[src/rtl/uart_alu_pkg.sv]
// Shared definitions for the UART/ALU sequencer and the ALU:
// default widths, opcode values, FSM state encoding and opcode check.
package uart_alu_pkg;

  localparam int NB_DATA_DEFAULT = 8;
  localparam int NB_OP_DEFAULT   = 6;
  localparam int NB_STATE        = 3;

  typedef logic [NB_OP_DEFAULT-1:0] op_t;

  localparam op_t OP_ADD = 6'h20;
  localparam op_t OP_SUB = 6'h22;
  localparam op_t OP_AND = 6'h24;
  localparam op_t OP_OR  = 6'h25;
  localparam op_t OP_XOR = 6'h26;
  localparam op_t OP_NOR = 6'h27;
  localparam op_t OP_SRA = 6'h03;
  localparam op_t OP_SRL = 6'h02;

  typedef enum logic [NB_STATE-1:0] {
    WAIT_A  = 3'd0,
    WAIT_B  = 3'd1,
    WAIT_OP = 3'd2,
    EXEC    = 3'd3,
    SEND    = 3'd4,
    WAIT_TX = 3'd5
  } state_t;

  // True when the opcode field names an operation the ALU implements.
  function automatic logic is_valid_op(input op_t op);
    logic valid;
    case (op)
      OP_ADD, OP_SUB, OP_AND, OP_OR,
      OP_XOR, OP_NOR, OP_SRA, OP_SRL: valid = 1'b1;
      default:                        valid = 1'b0;
    endcase
    return valid;
  endfunction

endpackage

[src/rtl/uart_alu_ctrl_if.sv]
// Bundle of the sequencer's connections to rx_uart, the ALU and tx_uart.
// master: the sequencer itself; slave: the surrounding UART/ALU logic.
interface uart_alu_ctrl_if
  import uart_alu_pkg::*;
#(
  parameter int NB_DATA = NB_DATA_DEFAULT,
  parameter int NB_OP   = NB_OP_DEFAULT
);

  logic [NB_DATA-1:0] i_rx_data;
  logic               i_rx_done_tick;
  logic               i_tx_done_tick;
  logic [NB_DATA-1:0] i_alu_result;
  logic [NB_DATA-1:0] o_alu_a;
  logic [NB_DATA-1:0] o_alu_b;
  logic [NB_OP-1:0]   o_alu_op;
  logic [NB_DATA-1:0] o_tx_data;
  logic               o_tx_start;
  logic               o_busy;
  logic               o_err_opcode;
  logic               o_err_timeout;

  modport master (
    input  i_rx_data, i_rx_done_tick, i_tx_done_tick, i_alu_result,
    output o_alu_a, o_alu_b, o_alu_op, o_tx_data, o_tx_start,
           o_busy, o_err_opcode, o_err_timeout
  );

  modport slave (
    output i_rx_data, i_rx_done_tick, i_tx_done_tick, i_alu_result,
    input  o_alu_a, o_alu_b, o_alu_op, o_tx_data, o_tx_start,
           o_busy, o_err_opcode, o_err_timeout
  );

endinterface

[src/rtl/uart_alu_ctrl_frame_timeout.sv]
// Inter-byte timeout: a down-counter reloaded on every accepted byte and
// decremented while the sequencer waits for the rest of the frame.
// The window is counted from the cycle of the accepting tick, so expire is
// raised one cycle ahead; the registered error then lands on the cycle in
// which TIMEOUT_CYCLES-1 cycles have elapsed since that tick.
module frame_timeout #(
  parameter int TIMEOUT_CYCLES = 1000000
) (
  input  logic clk,
  input  logic rst_n,
  input  logic load,
  input  logic clr,
  input  logic en,
  output logic expire
);

  localparam int                NB_CNT = $clog2(TIMEOUT_CYCLES);
  localparam logic [NB_CNT-1:0] WINDOW = NB_CNT'(TIMEOUT_CYCLES - 2);
  localparam logic [NB_CNT-1:0] LAST   = NB_CNT'(1);

  logic [NB_CNT-1:0] count_r;

  // Remaining-cycles counter; clear wins over load, load over decrement, never wraps.
  always_ff @(posedge clk or negedge rst_n) begin
    if (!rst_n) begin
      count_r <= '0;
    end else if (clr) begin
      count_r <= '0;
    end else if (load) begin
      count_r <= WINDOW;
    end else if (en && (count_r != '0)) begin
      count_r <= count_r - LAST;
    end else begin
      count_r <= count_r;
    end
  end

  assign expire = en && (count_r == LAST);

endmodule

[src/rtl/uart_alu_ctrl.sv]
// Frame sequencer between rx_uart, the ALU and tx_uart: collects operand A,
// operand B and opcode, runs the ALU for one cycle and hands the result to
// tx_uart. Bad opcodes and stalled frames return it to WAIT_A.
module uart_alu_ctrl
  import uart_alu_pkg::*;
#(
  parameter int NB_DATA        = NB_DATA_DEFAULT,
  parameter int NB_OP          = NB_OP_DEFAULT,
  parameter int TIMEOUT_CYCLES = 1000000
) (
  input  logic              i_clock,
  input  logic              i_reset,
  uart_alu_ctrl_if.master   bus
);

  state_t             state_r,       state_nxt_s;
  logic [NB_DATA-1:0] alu_a_r,       alu_a_nxt_s;
  logic [NB_DATA-1:0] alu_b_r,       alu_b_nxt_s;
  logic [NB_OP-1:0]   alu_op_r,      alu_op_nxt_s;
  logic [NB_DATA-1:0] tx_data_r,     tx_data_nxt_s;
  logic               tx_start_r,    tx_start_nxt_s;
  logic               busy_r,        busy_nxt_s;
  logic               err_opcode_r,  err_opcode_nxt_s;
  logic               err_timeout_r, err_timeout_nxt_s;

  op_t  op_field_s;
  logic in_window_s;
  logic tmr_load_s;
  logic tmr_clr_s;
  logic tmr_en_s;
  logic tmr_expire_s;

  // Upper bits of the opcode byte carry no meaning and are dropped here.
  assign op_field_s  = bus.i_rx_data[NB_OP-1:0];
  assign in_window_s = (state_r == WAIT_B) || (state_r == WAIT_OP);
  assign tmr_en_s    = in_window_s && !bus.i_rx_done_tick;
  assign tmr_load_s  = bus.i_rx_done_tick && ((state_r == WAIT_A) || (state_r == WAIT_B));
  assign tmr_clr_s   = (bus.i_rx_done_tick && (state_r == WAIT_OP)) ||
                       ((state_nxt_s == WAIT_A) && (state_r != WAIT_A));

  frame_timeout #(
    .TIMEOUT_CYCLES (TIMEOUT_CYCLES)
  ) u_frame_timeout (
    .clk    (i_clock),
    .rst_n  (i_reset),
    .load   (tmr_load_s),
    .clr    (tmr_clr_s),
    .en     (tmr_en_s),
    .expire (tmr_expire_s)
  );

  // Next state and next register values; a received byte beats a timeout in the same cycle.
  always_comb begin
    state_nxt_s       = state_r;
    alu_a_nxt_s       = alu_a_r;
    alu_b_nxt_s       = alu_b_r;
    alu_op_nxt_s      = alu_op_r;
    tx_data_nxt_s     = tx_data_r;
    tx_start_nxt_s    = 1'b0;
    err_opcode_nxt_s  = 1'b0;
    err_timeout_nxt_s = 1'b0;
    case (state_r)
      WAIT_A: begin
        if (bus.i_rx_done_tick) begin
          alu_a_nxt_s = bus.i_rx_data;
          state_nxt_s = WAIT_B;
        end else begin
          state_nxt_s = WAIT_A;
        end
      end
      WAIT_B: begin
        if (bus.i_rx_done_tick) begin
          alu_b_nxt_s = bus.i_rx_data;
          state_nxt_s = WAIT_OP;
        end else if (tmr_expire_s) begin
          err_timeout_nxt_s = 1'b1;
          state_nxt_s       = WAIT_A;
        end else begin
          state_nxt_s = WAIT_B;
        end
      end
      WAIT_OP: begin
        if (bus.i_rx_done_tick) begin
          if (is_valid_op(op_field_s)) begin
            alu_op_nxt_s = op_field_s;
            state_nxt_s  = EXEC;
          end else begin
            err_opcode_nxt_s = 1'b1;
            state_nxt_s      = WAIT_A;
          end
        end else if (tmr_expire_s) begin
          err_timeout_nxt_s = 1'b1;
          state_nxt_s       = WAIT_A;
        end else begin
          state_nxt_s = WAIT_OP;
        end
      end
      EXEC: begin
        tx_data_nxt_s  = bus.i_alu_result;
        tx_start_nxt_s = 1'b1;
        state_nxt_s    = SEND;
      end
      SEND: begin
        tx_start_nxt_s = 1'b0;
        state_nxt_s    = WAIT_TX;
      end
      WAIT_TX: begin
        if (bus.i_tx_done_tick) begin
          state_nxt_s = WAIT_A;
        end else begin
          state_nxt_s = WAIT_TX;
        end
      end
      default: begin
        state_nxt_s = WAIT_A;
      end
    endcase
    busy_nxt_s = (state_nxt_s != WAIT_A);
  end

  // State and output registers; reset discards any frame in progress.
  always_ff @(posedge i_clock or negedge i_reset) begin
    if (!i_reset) begin
      state_r       <= WAIT_A;
      alu_a_r       <= '0;
      alu_b_r       <= '0;
      alu_op_r      <= '0;
      tx_data_r     <= '0;
      tx_start_r    <= 1'b0;
      busy_r        <= 1'b0;
      err_opcode_r  <= 1'b0;
      err_timeout_r <= 1'b0;
    end else begin
      state_r       <= state_nxt_s;
      alu_a_r       <= alu_a_nxt_s;
      alu_b_r       <= alu_b_nxt_s;
      alu_op_r      <= alu_op_nxt_s;
      tx_data_r     <= tx_data_nxt_s;
      tx_start_r    <= tx_start_nxt_s;
      busy_r        <= busy_nxt_s;
      err_opcode_r  <= err_opcode_nxt_s;
      err_timeout_r <= err_timeout_nxt_s;
    end
  end

  assign bus.o_alu_a       = alu_a_r;
  assign bus.o_alu_b       = alu_b_r;
  assign bus.o_alu_op      = alu_op_r;
  assign bus.o_tx_data     = tx_data_r;
  assign bus.o_tx_start    = tx_start_r;
  assign bus.o_busy        = busy_r;
  assign bus.o_err_opcode  = err_opcode_r;
  assign bus.o_err_timeout = err_timeout_r;

endmodule

[src/flat_wrapper.sv]
// flat-port wrapper written by rule: the top's interface ports become plain ports
module uart_alu_ctrl_flat import uart_alu_pkg::*;
#(
  parameter int NB_DATA        = NB_DATA_DEFAULT,
  parameter int NB_OP          = NB_OP_DEFAULT,
  parameter int TIMEOUT_CYCLES = 1000000
)
  (i_clock, i_reset, bus_i_rx_data, bus_i_rx_done_tick, bus_i_tx_done_tick, bus_i_alu_result, bus_o_alu_a, bus_o_alu_b, bus_o_alu_op, bus_o_tx_data, bus_o_tx_start, bus_o_busy, bus_o_err_opcode, bus_o_err_timeout);
  uart_alu_ctrl_if #(.NB_DATA(NB_DATA), .NB_OP(NB_OP)) bus_i ();
  input  logic i_clock;
  input  logic i_reset;
  input wire logic [$bits(bus_i.i_rx_data)-1:0] bus_i_rx_data;
  input wire logic [$bits(bus_i.i_rx_done_tick)-1:0] bus_i_rx_done_tick;
  input wire logic [$bits(bus_i.i_tx_done_tick)-1:0] bus_i_tx_done_tick;
  input wire logic [$bits(bus_i.i_alu_result)-1:0] bus_i_alu_result;
  output wire logic [$bits(bus_i.o_alu_a)-1:0] bus_o_alu_a;
  output wire logic [$bits(bus_i.o_alu_b)-1:0] bus_o_alu_b;
  output wire logic [$bits(bus_i.o_alu_op)-1:0] bus_o_alu_op;
  output wire logic [$bits(bus_i.o_tx_data)-1:0] bus_o_tx_data;
  output wire logic [$bits(bus_i.o_tx_start)-1:0] bus_o_tx_start;
  output wire logic [$bits(bus_i.o_busy)-1:0] bus_o_busy;
  output wire logic [$bits(bus_i.o_err_opcode)-1:0] bus_o_err_opcode;
  output wire logic [$bits(bus_i.o_err_timeout)-1:0] bus_o_err_timeout;
  assign bus_i.i_rx_data = bus_i_rx_data;
  assign bus_i.i_rx_done_tick = bus_i_rx_done_tick;
  assign bus_i.i_tx_done_tick = bus_i_tx_done_tick;
  assign bus_i.i_alu_result = bus_i_alu_result;
  assign bus_o_alu_a = bus_i.o_alu_a;
  assign bus_o_alu_b = bus_i.o_alu_b;
  assign bus_o_alu_op = bus_i.o_alu_op;
  assign bus_o_tx_data = bus_i.o_tx_data;
  assign bus_o_tx_start = bus_i.o_tx_start;
  assign bus_o_busy = bus_i.o_busy;
  assign bus_o_err_opcode = bus_i.o_err_opcode;
  assign bus_o_err_timeout = bus_i.o_err_timeout;
  uart_alu_ctrl #(.NB_DATA(NB_DATA), .NB_OP(NB_OP), .TIMEOUT_CYCLES(TIMEOUT_CYCLES)) u_core (.i_clock(i_clock), .i_reset(i_reset), .bus(bus_i));
endmodule
[config.mk]
export PLATFORM = sky130hd
export DESIGN_NAME = uart_alu_ctrl_flat
export DESIGN_NICKNAME = d
export VERILOG_FILES = /design/src/rtl/uart_alu_pkg.sv /design/src/rtl/uart_alu_ctrl_if.sv /design/src/rtl/uart_alu_ctrl_frame_timeout.sv /design/src/rtl/uart_alu_ctrl.sv /design/src/flat_wrapper.sv
export SDC_FILE = /design/constraint.sdc
export NUM_CORES = 1
export LEC_CHECK = 0
export ABC_AREA = 1
export BUFFER_PORTS_ARGS = -buffer_cell sky130_fd_sc_hd__buf_2
export CAP_MARGIN = 20
export CORE_ASPECT_RATIO = 1.1
export CORE_MARGIN = 2
export CORE_UTILIZATION = 45
export DETAILED_ROUTE_END_ITERATION = 10
export PLACE_DENSITY_LB_ADDON = 0.2
export SLEW_MARGIN = 20
export SYNTH_ARGS = -nofsm -noshare
export SYNTH_HDL_FRONTEND = slang
export SYNTH_SLANG_ARGS = --single-unit
[constraint.sdc]
create_clock -name i_clock -period 4.49 [get_ports i_clock]
set_input_delay 0.449 -clock i_clock [delete_from_list [all_inputs] [get_ports i_clock]]
set_output_delay 0.449 -clock i_clock [all_outputs]
set_load 0.01 [all_outputs]
Word level (Yosys, flattened, before mapping). Index checks and enable logic that the tools add are counted. Widths: inputs -> output; s select.

Output and inout bits: 34. Input bits: 20. Bits in registers: 57. Logic and storage cells: 67.

Muxes and demuxes: 21. Equality and inequality tests: 14. Reduce and logical (&&, ||, !) cells: 21. Add/sub/neg operators: 1.

Operator list (number): $mux 20 (3); $eq 6x6->1 const B (6); $eq 20x1->1 const B (1); $reduce_bool 20->1 (1); $sub 20x1->20 const B (1); $pmux 3 s6 (1); $eq 6x2->1 const B (2); $mux 1 (12); $mux 3 (3); $reduce_bool 3->1 (3); $reduce_or 8->1 (1); $eq 3x2->1 const B (2); $eq 3x3->1 const B (2); $logic_and 1x1->1 (6); $logic_not 3->1 (2); $mux 2 (2); $reduce_and 2->1 (2); $eq 3x1->1 const B (1); $logic_or 1x1->1 (3); $reduce_and 3->1 (1); $reduce_or 2->1 (1); $logic_not 1->1 (1).

Logic depth before layout (Yosys ltp). Gate-level depths: netlist of the first run.

Word-level depth: 12. Gate-level depth with buffers: 14. Mapped depth without buffers: 13.

By module. Synthesis of the first run repeated with hierarchy kept, for this count alone.

Cell total of the unflattened synthesis: 379. Area total of the unflattened synthesis: 2954.1 um2.

Modules (own cells, without submodules): uart_alu_ctrl (seq. area each 925.9 um2, cells an instance 159, times used 1, area an instance 1486.4 um2); frame_timeout (seq. area each 500.5 um2, cells an instance 220, times used 1, area an instance 1467.7 um2).

Worst setup path before layout of the first run. No wires, ideal clock.

Kind: reg-to-reg. Start: register u_core.u_frame_timeout.count_r[0]. End: register u_core.u_frame_timeout.count_r[18]. Buffers on the path: 0. Library setup time: 69 ps. Setup slack: 2831 ps. Period minus slack after synthesis: 1659 ps. Data arrival time: 1590 ps. Stages on the path, launching flop included: 13. Required time: 4421 ps. Path through: dfrtp_1 > inv_1 > ha_1 > nand3_1 > nor2_1 > nand2_1 > inv_1 > nand3b_1 > nand2_1 > nand2_1 > nand2_1 > inv_1 > nor2_2.

Cells in the longest elaborated chain, start to end: 9. Elaborated cells between the ends (all ways): 17. Those cells by class: 1 x add/sub; 1 x eq/ne; 8 x mux; 7 x reduce/logical.

RTL lines: start: declaration (line uart_alu_ctrl_frame_timeout.sv:21) `logic [NB_CNT-1:0] count_r;`; start signal: assignment (line uart_alu_ctrl_frame_timeout.sv:32) `count_r <= count_r - LAST;`; start signal: assignment (line uart_alu_ctrl_frame_timeout.sv:34) `count_r <= count_r;`; $eq 20x1->1 (line uart_alu_ctrl_frame_timeout.sv:38) `assign expire = en && (count_r == LAST);`; $logic_and 1x1->1 (line uart_alu_ctrl_frame_timeout.sv:38); $mux 1 / $mux 2 (equally long branches) (line uart_alu_ctrl.sv:75, uart_alu_ctrl.sv:91); $mux 3, on equally long branches (line uart_alu_ctrl.sv:72, uart_alu_ctrl.sv:83); $pmux 3 s6 (line uart_alu_ctrl.sv:62) `case (state_r)`; $logic_not 3->1 (line uart_alu_ctrl.sv:39) `((state_nxt_s == WAIT_A) && (state_r != WAIT_A));`; $logic_and 1x1->1 (line uart_alu_ctrl.sv:39); $logic_or 1x1->1 (line uart_alu_ctrl.sv:38) `assign tmr_clr_s = (bus.i_rx_done_tick && (state_r == WAIT_OP)) ||`; $reduce_bool 3->1 (no line) / $mux 20 (equally long branches).

Parallel ways exist; a longest one is shown, timed or not. The select of a mux whose other input is x is not followed. A chain may end at the register's enable or synchronous reset.

Worst setup path in the final report of the first run.
Start: register u_core.state_r[1]. End: register u_core.u_frame_timeout.count_r[1].

Elaborated cells between the ends (all ways): 25. Those cells by class: 5 x eq/ne; 7 x mux; 13 x reduce/logical.

RTL lines: start: declaration (line uart_alu_ctrl.sv:16) `state_t state_r, state_nxt_s;`; start signal: assignment (line uart_alu_ctrl.sv:134) `state_r <= state_nxt_s;`; $eq 3x3->1 (tied with other cells) (line uart_alu_ctrl.sv:62); $pmux 3 s6 (*) (line uart_alu_ctrl.sv:62); via u_core.state_nxt_s[2] (line uart_alu_ctrl.sv:16); $logic_not 3->1 (*) (line uart_alu_ctrl.sv:39); $logic_and 1x1->1 (*) (line uart_alu_ctrl.sv:39); $logic_or 1x1->1 (*) (line uart_alu_ctrl.sv:38); $reduce_bool 3->1 (no line) / $mux 20 (equally long branches).

The timed path passes the listed nets; every way through them passes the cells marked *.

==> results.yml, run 1 <==
global_route:
  grt_pass1_wl_um: 11500
  grt_overflow: 0
  grt_max_degree: 58
  grt.total_usage_pct: 19.9
  antenna_found_initial: 0
  grt_pass1_vias: 2574
final_layout:
  n_antenna_cell: 0
  synthToLayoutAreaGrowth_pct: 16.4
  layout-drive-gt1-share_pct: 27.5
  final_core_util_pct: 53.9
  nNetsFinal: 469
sta:
  fmax_ghz: 0.442
  fin_skew_ps: 11.8
  hold_slack_ps: 231
  setup_viol: 0
  rsz0062_at_grt: "false"
  final_hold_viol_count: 0
  min_period_ps: 2260
  setup_ws_ps: 2230
  slew_headroom_pct: 32.9
  worst_slew_pin_slew_ps: 999
  drv_slew: 0
  finalSetupTns_ps: 0
  period_share_pct: 50.4
routing:
  drtIter0Drc: 128
  drtAntennaViolNets: 0
  vias: 2541
  routedWlPerCell_um: 12.3
  post_drt_via_cell_ratio: 4.77
  drc_errors: 0
  first_pass_iters: 4
  wl_um: 6550
synth:
  synth_fp_nets: 413
  synth.area.top_cells: "dfrtp_1 (47%), nand2_1 (11%), inv_1 (6.5%), nor2_2 (6.1%), nand3_1 (4.8%)"
  yosys.area.top_type_share_pct: 46.7
  ys_warn_count: 0
  synth_cells: 390
  ys_ff_latch: 57
  synth-xor-area-share_pct: 1.15
  synth.avg_cell_area_um2: 7.83
  ys.flop_type: "dfrtp_1"
  ys_types: 31
  synth-adder-area-share_pct: 1.23
  synth_top_area_cell: "dfrtp_1"
  syn_area_mm2: 0.00305
  yosys-mux-area-fraction_pct: 0
  synth-edff-count: 0
  async_flop_share_pct: 100
  synthSimpleGateAreaFrac_pct: 33.1
  synth_top_family_by_area: "simple AND/OR/NAND/NOR gates"
  synth_compound_area_share_pct: 7.87
  ys_seq_area_share_pct: 46.7
setup_path:
  worstPathMaxFanout: 20
  reg2reg_to: "u_core.u_frame_timeout.count_r[1]"
  crit_buf_inv: 2
  worstSetupStartpointType: "flop"
  crit_chain: "inv_2, nor3_1, nor2_1, inv_1, nor2_4, nand3_2, nand2_2, nor2_2"
  worstReg2RegStart: "u_core.state_r[1]"
  cp.arrival_ps: 2510
  worst-setup-path-type: "reg2reg"
  cpMaxStageDelayCell: "nor3_1"
  rrSetupSlack_ps: 2230
  crit_required_ps: 4740
  crit_path_end_kind: "flop"
  reg2reg_depth: 8
  cpLargestDelayFamily: "simple AND/OR/NAND/NOR gates"
  cpPeakStageDelay_ps: 800
cts:
  clkTransAtPathRegs_ps: 60
  clock_path_buffers: 2
  cts.sinks: 57
  cts_setup_buffers: 0
  cts_tree: "done"
  ctsResizeCount: 0
  clock_latency_ps: 340
  clk_root_buffer_cell: "clkbuf_8"
  cts_hold_buf: 0
  h-tree-depth: 3
  cts_buffers: 9
status:
  status: "finished clean"
run:
  max_cap_violations: 0
floorplan:
  ioPinCount: 54
  core_area_mm2: 0.00659
  fp.dieH_um: 90.4
  start_util_pct: 46.3
  fp-row-count: 31
  die_w_um: 82.6
  die-area_mm2: 0.00746
pwr:
  power_density_mw_per_mm2: 762
  p_total_uw: 2710
  p_leak_uw: 0.00190
  peakVddDrop_mv: 0.449
hold_path:
  hold_path.class: "in2async"
placement:
  dpl.hpwl_um: 4620
  pre_cts_ws_ps: 2150
  place_congestion: 0.829
  port_buffers: 53
[sequential cells by signal (all words and copies together), names as in the netlist]
name / cells
u_core.bus.o_alu_a: 8
u_core.bus.o_tx_start: 1
u_core.state_r: 3
u_core.bus.o_alu_op: 6
u_core.bus.o_err_timeout: 1
u_core.bus.o_alu_b: 8
u_core.u_frame_timeout.count_r: 20
u_core.bus.o_busy: 1
u_core.bus.o_err_opcode: 1
u_core.bus.o_tx_data: 8
[cell usage in the layout (no fill, tap or decap), drive strengths merged]
| cell | instances |
|---|---|
| o21a | 1 |
| nor3b | 1 |
| buf | 54 |
| nand3 | 33 |
| a21o | 1 |
| xor2 | 4 |
| o31ai | 2 |
| clkbuf | 9 |
| nand4 | 4 |
| a21oi | 7 |
| o21ai | 32 |
| nand2 | 95 |
| clkinv | 3 |
| clkinvlp | 3 |
| inv | 62 |
| bufinv | 1 |
| and2 | 1 |
| nor3 | 6 |
| o211ai | 1 |
| dfrtp | 57 |
| nor2 | 68 |
| ha | 3 |
| and3 | 1 |
| a211oi | 1 |
| nand3b | 1 |
[through the flow]
stage	cells	cell area [µm²]
after floorplan	390	3050
after global placement	517	3360
after detailed placement	517	3360
after CTS	533	3550
after global routing	533	3550
final	533	3550
[final cells by class]
| type | instances | area, µm² |
|---|---|---|
| fill | 657 | 3040 |
| sequential | 57 | 1430 |
| multi-input combinational | 262 | 1330 |
| timing repair buffer | 54 | 273 |
| inverter | 62 | 233 |
| clock buffer | 9 | 124 |
| tap | 82 | 103 |
| clock inverter | 7 | 71.3 |
[routing by layer]
layer | up-vias | GRT usage, % | wire, µm
met5 | - | 0 | 0
met4 | 0 | 7.24 | 109
met3 | 10 | 6.40 | 284
met2 | 44 | 32.1 | 3160
met1 | 1164 | 24.7 | 3000
li1 | 1323 | - | -
[synthesized netlist by cell type (2+ instances only)]
master,instances
inv_1,53
nor3_1,6
nor2_1,34
o21ai_1,7
ha_1,3
buf_6,4
buf_2,2
dfrtp_1,57
nand4_1,4
nor2_2,30
xor2_1,4
nand2_4,2
o21ai_0,25
inv_2,9
a21oi_1,7
o31ai_1,2
nand2_2,5
clkbuf_1,2
nand3_2,4
nor2_4,4
nand2_1,88
nand3_1,29
[worst max path at each step]
stage	from	end	slack (ps)	cells past startpoint
floorplan	u_core.u_frame_timeout.count_r[0]	u_core.u_frame_timeout.count_r[18]	2830	12
global placement	bus_i_rx_data[2]	u_core.u_frame_timeout.count_r[14]	2270	11
detailed placement	u_core.state_r[1]	u_core.u_frame_timeout.count_r[8]	2150	8
CTS	u_core.state_r[1]	u_core.u_frame_timeout.count_r[8]	2170	8
global route	u_core.state_r[1]	u_core.u_frame_timeout.count_r[8]	1970	8
finish	u_core.state_r[1]	u_core.u_frame_timeout.count_r[1]	2230	8
[kinds of logic after synthesis]
family | count (synthesis)
adder cells (fa/ha/maj) | 3
AND/OR/NAND/NOR | 210
flip-flops | 57
AO/OA/AOI/OAI | 45
buffers and inverters | 71
XOR/XNOR | 4
[power breakdown]
| group | internal (µW) | leakage (µW) | total, µW | switching [µW] |
|---|---|---|---|---|
| sequential | 720 | 0.000727 | 850 | 130 |
| clock | 255 | 0.0000912 | 476 | 221 |
| combinational | 463 | 0.00108 | 1380 | 920 |
| total | 1440 | 0.00190 | 2710 | 1270 |
[worst register-to-register path: stages, from the launching register on]
cell and delay [ps]:
dfrtp_1 370, inv_2 60, nor3_1 800, nor2_1 120, inv_1 140, nor2_4 50
nand3_2 60, nand2_2 360, nor2_2 220
(Power assumes the default switching activity.)
==> run 2: changes to the inputs <==
Settings changed: ABC_AREA 1 to 0.
Clock period 4.49 ns to 2.3 ns, I/O delays scaled along.
==> results.yml, run 2 <==
floorplan:
  die-area_mm2: 0.00667
  fp.dieH_um: 85.5
  core_area_mm2: 0.00581
  fp-row-count: 29
  ioPinCount: 54
  die_w_um: 78.1
  start_util_pct: 46.8
synth:
  synth_cells: 261
  synth_common_cells: "dfrtp_1 (57), nand2_1 (34), mux2_2 (20)"
  synth_fp_nets: 284
  synth.area.top_cells: "dfrtp_1 (53%), mux2_2 (8.3%), nand2_1 (4.7%), nor2_1 (2.6%), a21oi_1 (2.6%)"
  yosys.area.top_type_share_pct: 52.5
  ys_types: 39
  synth-edff-count: 0
  async_flop_share_pct: 100
  ys_seq_area_share_pct: 52.5
  yosysMostFrequentCell: "dfrtp_1"
  ys_warn_count: 0
  ys.flop_type: "dfrtp_1"
  synth_top_area_cell: "dfrtp_1"
  syn_area_mm2: 0.00272
  ys_ff_latch: 57
  synth.avg_cell_area_um2: 10.4
setup_path:
  crit_path_end_kind: "flop"
  cp.arrival_ps: 2520
  worst-setup-path-type: "reg2reg"
  worstSetupStartpointType: "flop"
  worstPathMaxFanout: 5
  crit_required_ps: 2560
final_layout:
  final_cell_mix: "dfrtp_1 (57), buf_2 (53), nand2_1 (34)"
  seq_area_mm2: 0.00143
  synthToLayoutAreaGrowth_pct: 30.2
  nNetsFinal: 370
  fill_cells: 514
  n_antenna_cell: 0
  final_common_cell: "dfrtp_1"
  multi_input_area_mm2: 0.00125
  largest_reg_flops: 20
  layout-drive-gt1-share_pct: 39.8
  finalInstanceArea_mm2: 0.00354
  regMostFlops: "u_core.u_frame_timeout.count_r"
  final_core_util_pct: 60.9
pwr:
  intPower_uw: 2960
  swShare_pct: 36.1
  peakVddDrop_mv: 0.810
  comb_power_share_pct: 42.0
  clockPowerShare_pct: 23.0
  p_sw_uw: 1670
  power_density_mw_per_mm2: 1310
  p_leak_uw: 0.00165
  p_seq_share_pct: 35.0
cts:
  cts.sinks: 57
  clk_root_buffer_cell: "clkbuf_8"
  clkTransAtPathRegs_ps: 70
  cts_tree: "done"
  h-tree-depth: 3
  cts_buffers: 9
  clock_latency_ps: 340
  clock_path_buffers: 2
sta:
  fin_skew_ps: 8.28
  setup_ws_ps: 46.9
  final_hold_viol_count: 0
  min_period_ps: 2250
  period_share_pct: 98.0
  setup_viol: 0
  rsz0062_at_grt: "true"
  fmax_ghz: 0.444
  finalSetupTns_ps: 0
  drv_slew: 0
  worst_slew_pin_slew_ps: 541
  slew_headroom_pct: 63.6
routing:
  first_pass_iters: 4
  vias: 2245
  drc_errors: 0
  routedWlPerCell_um: 14.1
  drtIter0Drc: 92
  post_drt_via_cell_ratio: 5.23
  wl_um: 6060
  drtAntennaViolNets: 0
hold_path:
  hold_path.class: "in2reg"
global_route:
  grt_overflow: 0
  grt.total_usage_pct: 19.5
  antenna_found_initial: 0
  grt_pass1_vias: 2122
  grt_pass1_wl_um: 10100
  grt_max_degree: 22
placement:
  place_area_mm2: 0.00327
  place_congestion: 0.884
  dpl.hpwl_um: 4410
  pre_cts_ws_ps: 26.4
  port_buffers: 53
run:
  max_cap_violations: 0
status:
  status: "finished clean"
run 2: cell count changes after synthesis, moves of 9 or more:
cell,before,now
nand2_1,88,34
inv_1,53,3
nor2_2,30,0
nand3_1,29,4
mux2_2,0,20
o21ai_0,25,7
nor2_1,34,19
inv_2,9,0
run 2: kinds of logic (layout without fill, tap and decap cells):
group	Yosys count	in the layout	synth area share [%]
and+or+nand+nor	116	116	23.0
AOI/OAI and AO/OA	36	36	8.11
muxes	20	20	8.30
adders and majority gates	3	3	1.38
xor gates and xnor gates	14	14	4.52
DFF	57	57	52.5
buffers and inverters	15	106	2.17
run 2: power by group through the flow:
stage | clock network (µW) | registers (µW) | logic [µW]
2_1_floorplan | 0 | 1770 | 996
3_3_place_gp | 0 | 1620 | 1890
3_5_place_dp | 0 | 1630 | 1930
4_1_cts | 1090 | 1620 | 1930
5_1_grt | 1140 | 1670 | 2150
6_report | 1070 | 1620 | 1940
run 2: metrics by stage:
| step | std cells | hold WS [ps] | total power, µW |
|---|---|---|---|
| final | 429 | 73.6 | 4630 |
| after detailed placement | 411 | 206 | 3550 |
| after floorplan | 261 | -65.6 | 2770 |
| after global routing | 429 | 80.8 | 4950 |
| after global placement | 411 | 200 | 3510 |
| after CTS | 428 | 61.6 | 4630 |
run 2: worst paths after layout:
kind                                                     from                                 end  slack, ps  depth (start not counted)
max                        u_core.u_frame_timeout.count_r[10]  u_core.u_frame_timeout.count_r[18]         50                          6
min                                       bus_i_alu_result[1]             u_core.bus.o_tx_data[1]         70                          3
max reg2reg                u_core.u_frame_timeout.count_r[10]  u_core.u_frame_timeout.count_r[18]         50                          6
min reg2reg                           u_core.bus.o_tx_data[1]             u_core.bus.o_tx_data[1]        480                          2
max in group asynchronous                             i_reset             u_core.bus.o_tx_data[4]       1320                          3
min in group asynchronous                             i_reset  u_core.u_frame_timeout.count_r[16]        360                          2
run 2: timing repair:
| item | 4_1_cts | 5_1_grt |
|---|---|---|
| endpoints found under the setup margin | 0 | 15 |
| resized for setup | 0 | 5 |
| buffers inserted | 0 | 1 |
| hold buffers | 1 | 0 |
| hold endpoints to repair | 19 | 0 |
run 2: cell type report:
type                            instances  share of cell area [%]
Sequential cell                        57                    40.3
Multi-Input combinational cell        189                    35.5
Timing Repair Buffer                   86                    14.6
Clock buffer                           10                    3.89
Tap cell                               77                    2.72
Clock inverter                          6                    2.55
Inverter                                4                   0.425
run 2: per-layer routing:
layer	track usage [%]	wire, µm	vias to the layer above
li1	-	-	1103
met5	0	0	-
met1	26.5	2800	1076
met4	10.8	117	0
met2	28.7	2840	55
met3	4.89	304	11
run 2: critical path: stages (launching register included):
cell     delay [ps]
dfrtp_1         380
or4_4           570
nor4_4          320
buf_4           190
nand4_1         140
or4_1           420
a31oi_1         160
==> run 3: changes to the inputs <==
Settings changed: ABC_AREA 0 to 1, CORE_ASPECT_RATIO 1.1 to unset.
==> results.yml, run 3 (same netlist as run 1, synthesis figures left out) <==
status:
  status: "finished clean"
pwr:
  comb_power_share_pct: 52.1
  p_total_uw: 5400
  p_leak_uw: 0.00194
  power_density_mw_per_mm2: 1490
  intPower_uw: 2930
  p_seq_share_pct: 30.8
  peakVddDrop_mv: 0.969
  p_sw_uw: 2460
  swShare_pct: 45.6
  clockPowerShare_pct: 17.2
final_layout:
  final_common_cell: "nand2_1"
  regMostFlops: "u_core.u_frame_timeout.count_r"
  fill_cells: 667
  n_antenna_cell: 0
  finalInstanceArea_mm2: 0.00362
  synthToLayoutAreaGrowth_pct: 18.4
  final_cell_mix: "nand2_1 (88), dfrtp_1 (57), inv_1 (53), buf_2 (53), nor2_1 (34)"
  largest_reg_flops: 20
  layout-drive-gt1-share_pct: 27.9
  nNetsFinal: 474
placement:
  dpl.hpwl_um: 4710
  port_buffers: 53
  place_area_mm2: 0.00341
  place_congestion: 0.815
cts:
  clk_root_buffer_cell: "clkbuf_8"
  cts.sinks: 57
  clock_path_buffers: 2
  h-tree-depth: 3
  clkTransAtPathRegs_ps: 70
  ctsResizeCount: 0
  clock_latency_ps: 330
  cts_setup_buffers: 0
  cts_hold_buf: 1
  cts_tree: "done"
  cts_buffers: 9
routing:
  drc_errors: 0
  drtAntennaViolNets: 0
  vias: 2570
  post_drt_via_cell_ratio: 4.80
  first_pass_iters: 4
  drtIter0Drc: 99
  routedWlPerCell_um: 12.0
  wl_um: 6410
global_route:
  antenna_found_initial: 0
  grt.total_usage_pct: 18.7
  grt_max_degree: 31
  grt_pass1_vias: 2412
  grt_pass1_wl_um: 11000
  grt_overflow: 0
hold_path:
  hold_path.class: "in2reg"
sta:
  slew_headroom_pct: 56.9
  rsz0062_at_grt: "false"
  fmax_ghz: 0.536
  setup_viol: 0
  fin_skew_ps: 9.30
  period_share_pct: 81.2
  hold_slack_ps: 97.3
  final_hold_viol_count: 0
  worst_slew_pin_slew_ps: 646
  min_period_ps: 1870
  finalSetupTns_ps: 0
  drv_slew: 0
setup_path:
  worst-setup-path-type: "reg2reg"
  cpMaxStageDelayCell: "dfrtp_1"
  worstSetupStartpointType: "flop"
  cpLargestDelayFamily: "simple AND/OR/NAND/NOR gates"
  crit_path_end_kind: "flop"
  crit_buf_inv: 3
  cpPeakStageDelay_ps: 410
  crit_chain: "inv_1, ha_1, inv_1, nor2_2, nand2_1, nor2_2, nand2_1, nand2_1, nand2_2, nor2_4, nand3_2, nand2_2, buf_12, nor2_2"
  crit_required_ps: 2510
  worstPathMaxFanout: 20
  cp.arrival_ps: 2080
floorplan:
  core_area_mm2: 0.00668
  die_w_um: 86.4
  fp-row-count: 30
  die-area_mm2: 0.00746
  ioPinCount: 54
  start_util_pct: 45.7
  fp.dieH_um: 86.4
run:
  max_cap_violations: 0
-- run 3: area by class of cell --
type | instances | area (µm²) | area share (%)
clock inverters | 5 | 56.3 | 1.56
multi-input cells | 262 | 1330 | 36.6
flip-flops and latches | 57 | 1430 | 39.4
repair buffers | 59 | 338 | 9.34
clock buffers | 10 | 138 | 3.81
well taps | 80 | 100 | 2.77
inverters | 62 | 233 | 6.44
-- run 3: power groups by stage --
stage                     Clock (µW)  Combinational [µW]  Sequential [µW]
final                            926                2810             1660
after global routing             991                3200             1710
after CTS                        950                2850             1660
after detailed placement           0                2840             1670
after global placement             0                2790             1670
after floorplan                    0                2050             1760
-- run 3: path summary, 6_finish.rpt --
path,end,cells past startpoint,slack [ps],start
worst max-delay path,u_core.u_frame_timeout.count_r[1],14,430,u_core.u_frame_timeout.count_r[1]
worst min-delay path,u_core.bus.o_tx_data[6],3,100,bus_i_alu_result[6]
worst max register to register,u_core.u_frame_timeout.count_r[1],14,430,u_core.u_frame_timeout.count_r[1]
worst min register to register,u_core.bus.o_tx_data[0],2,470,u_core.bus.o_tx_data[0]
max in group asynchronous,u_core.bus.o_alu_b[6],3,1260,i_reset
min in group asynchronous,u_core.bus.o_alu_op[4],2,460,i_reset
-- run 3: metal layers --
layer  up-vias  track usage (%)  share of wire (%)
met2        49             29.7                 48
met5         -                0                  0
met1      1190             25.3                 47
met4         0             5.97               0.51
met3         2             4.67                4.2
li1       1329                -                  -
-- run 3: worst reg2reg max path: stages, from the launching register on --
cell and delay, ps:
dfrtp_1 410, inv_1 140, ha_1 180, inv_1 50
nor2_2 90, nand2_1 70, nor2_2 120, nand2_1 60
nand2_1 60, nand2_2 70, nor2_4 120, nand3_2 70
nand2_2 80, buf_12 190, nor2_2 50
-- run 3: per-stage QoR --
stage | setup WS, ps | cells | utilization [%]
global placement | 511 | 519 | 51.1
global route | 225 | 535 | 54.1
detailed placement | 444 | 519 | 51.1
floorplan | 641 | 390 | -
CTS | 435 | 535 | 54.1
finish | 433 | 535 | 54.1
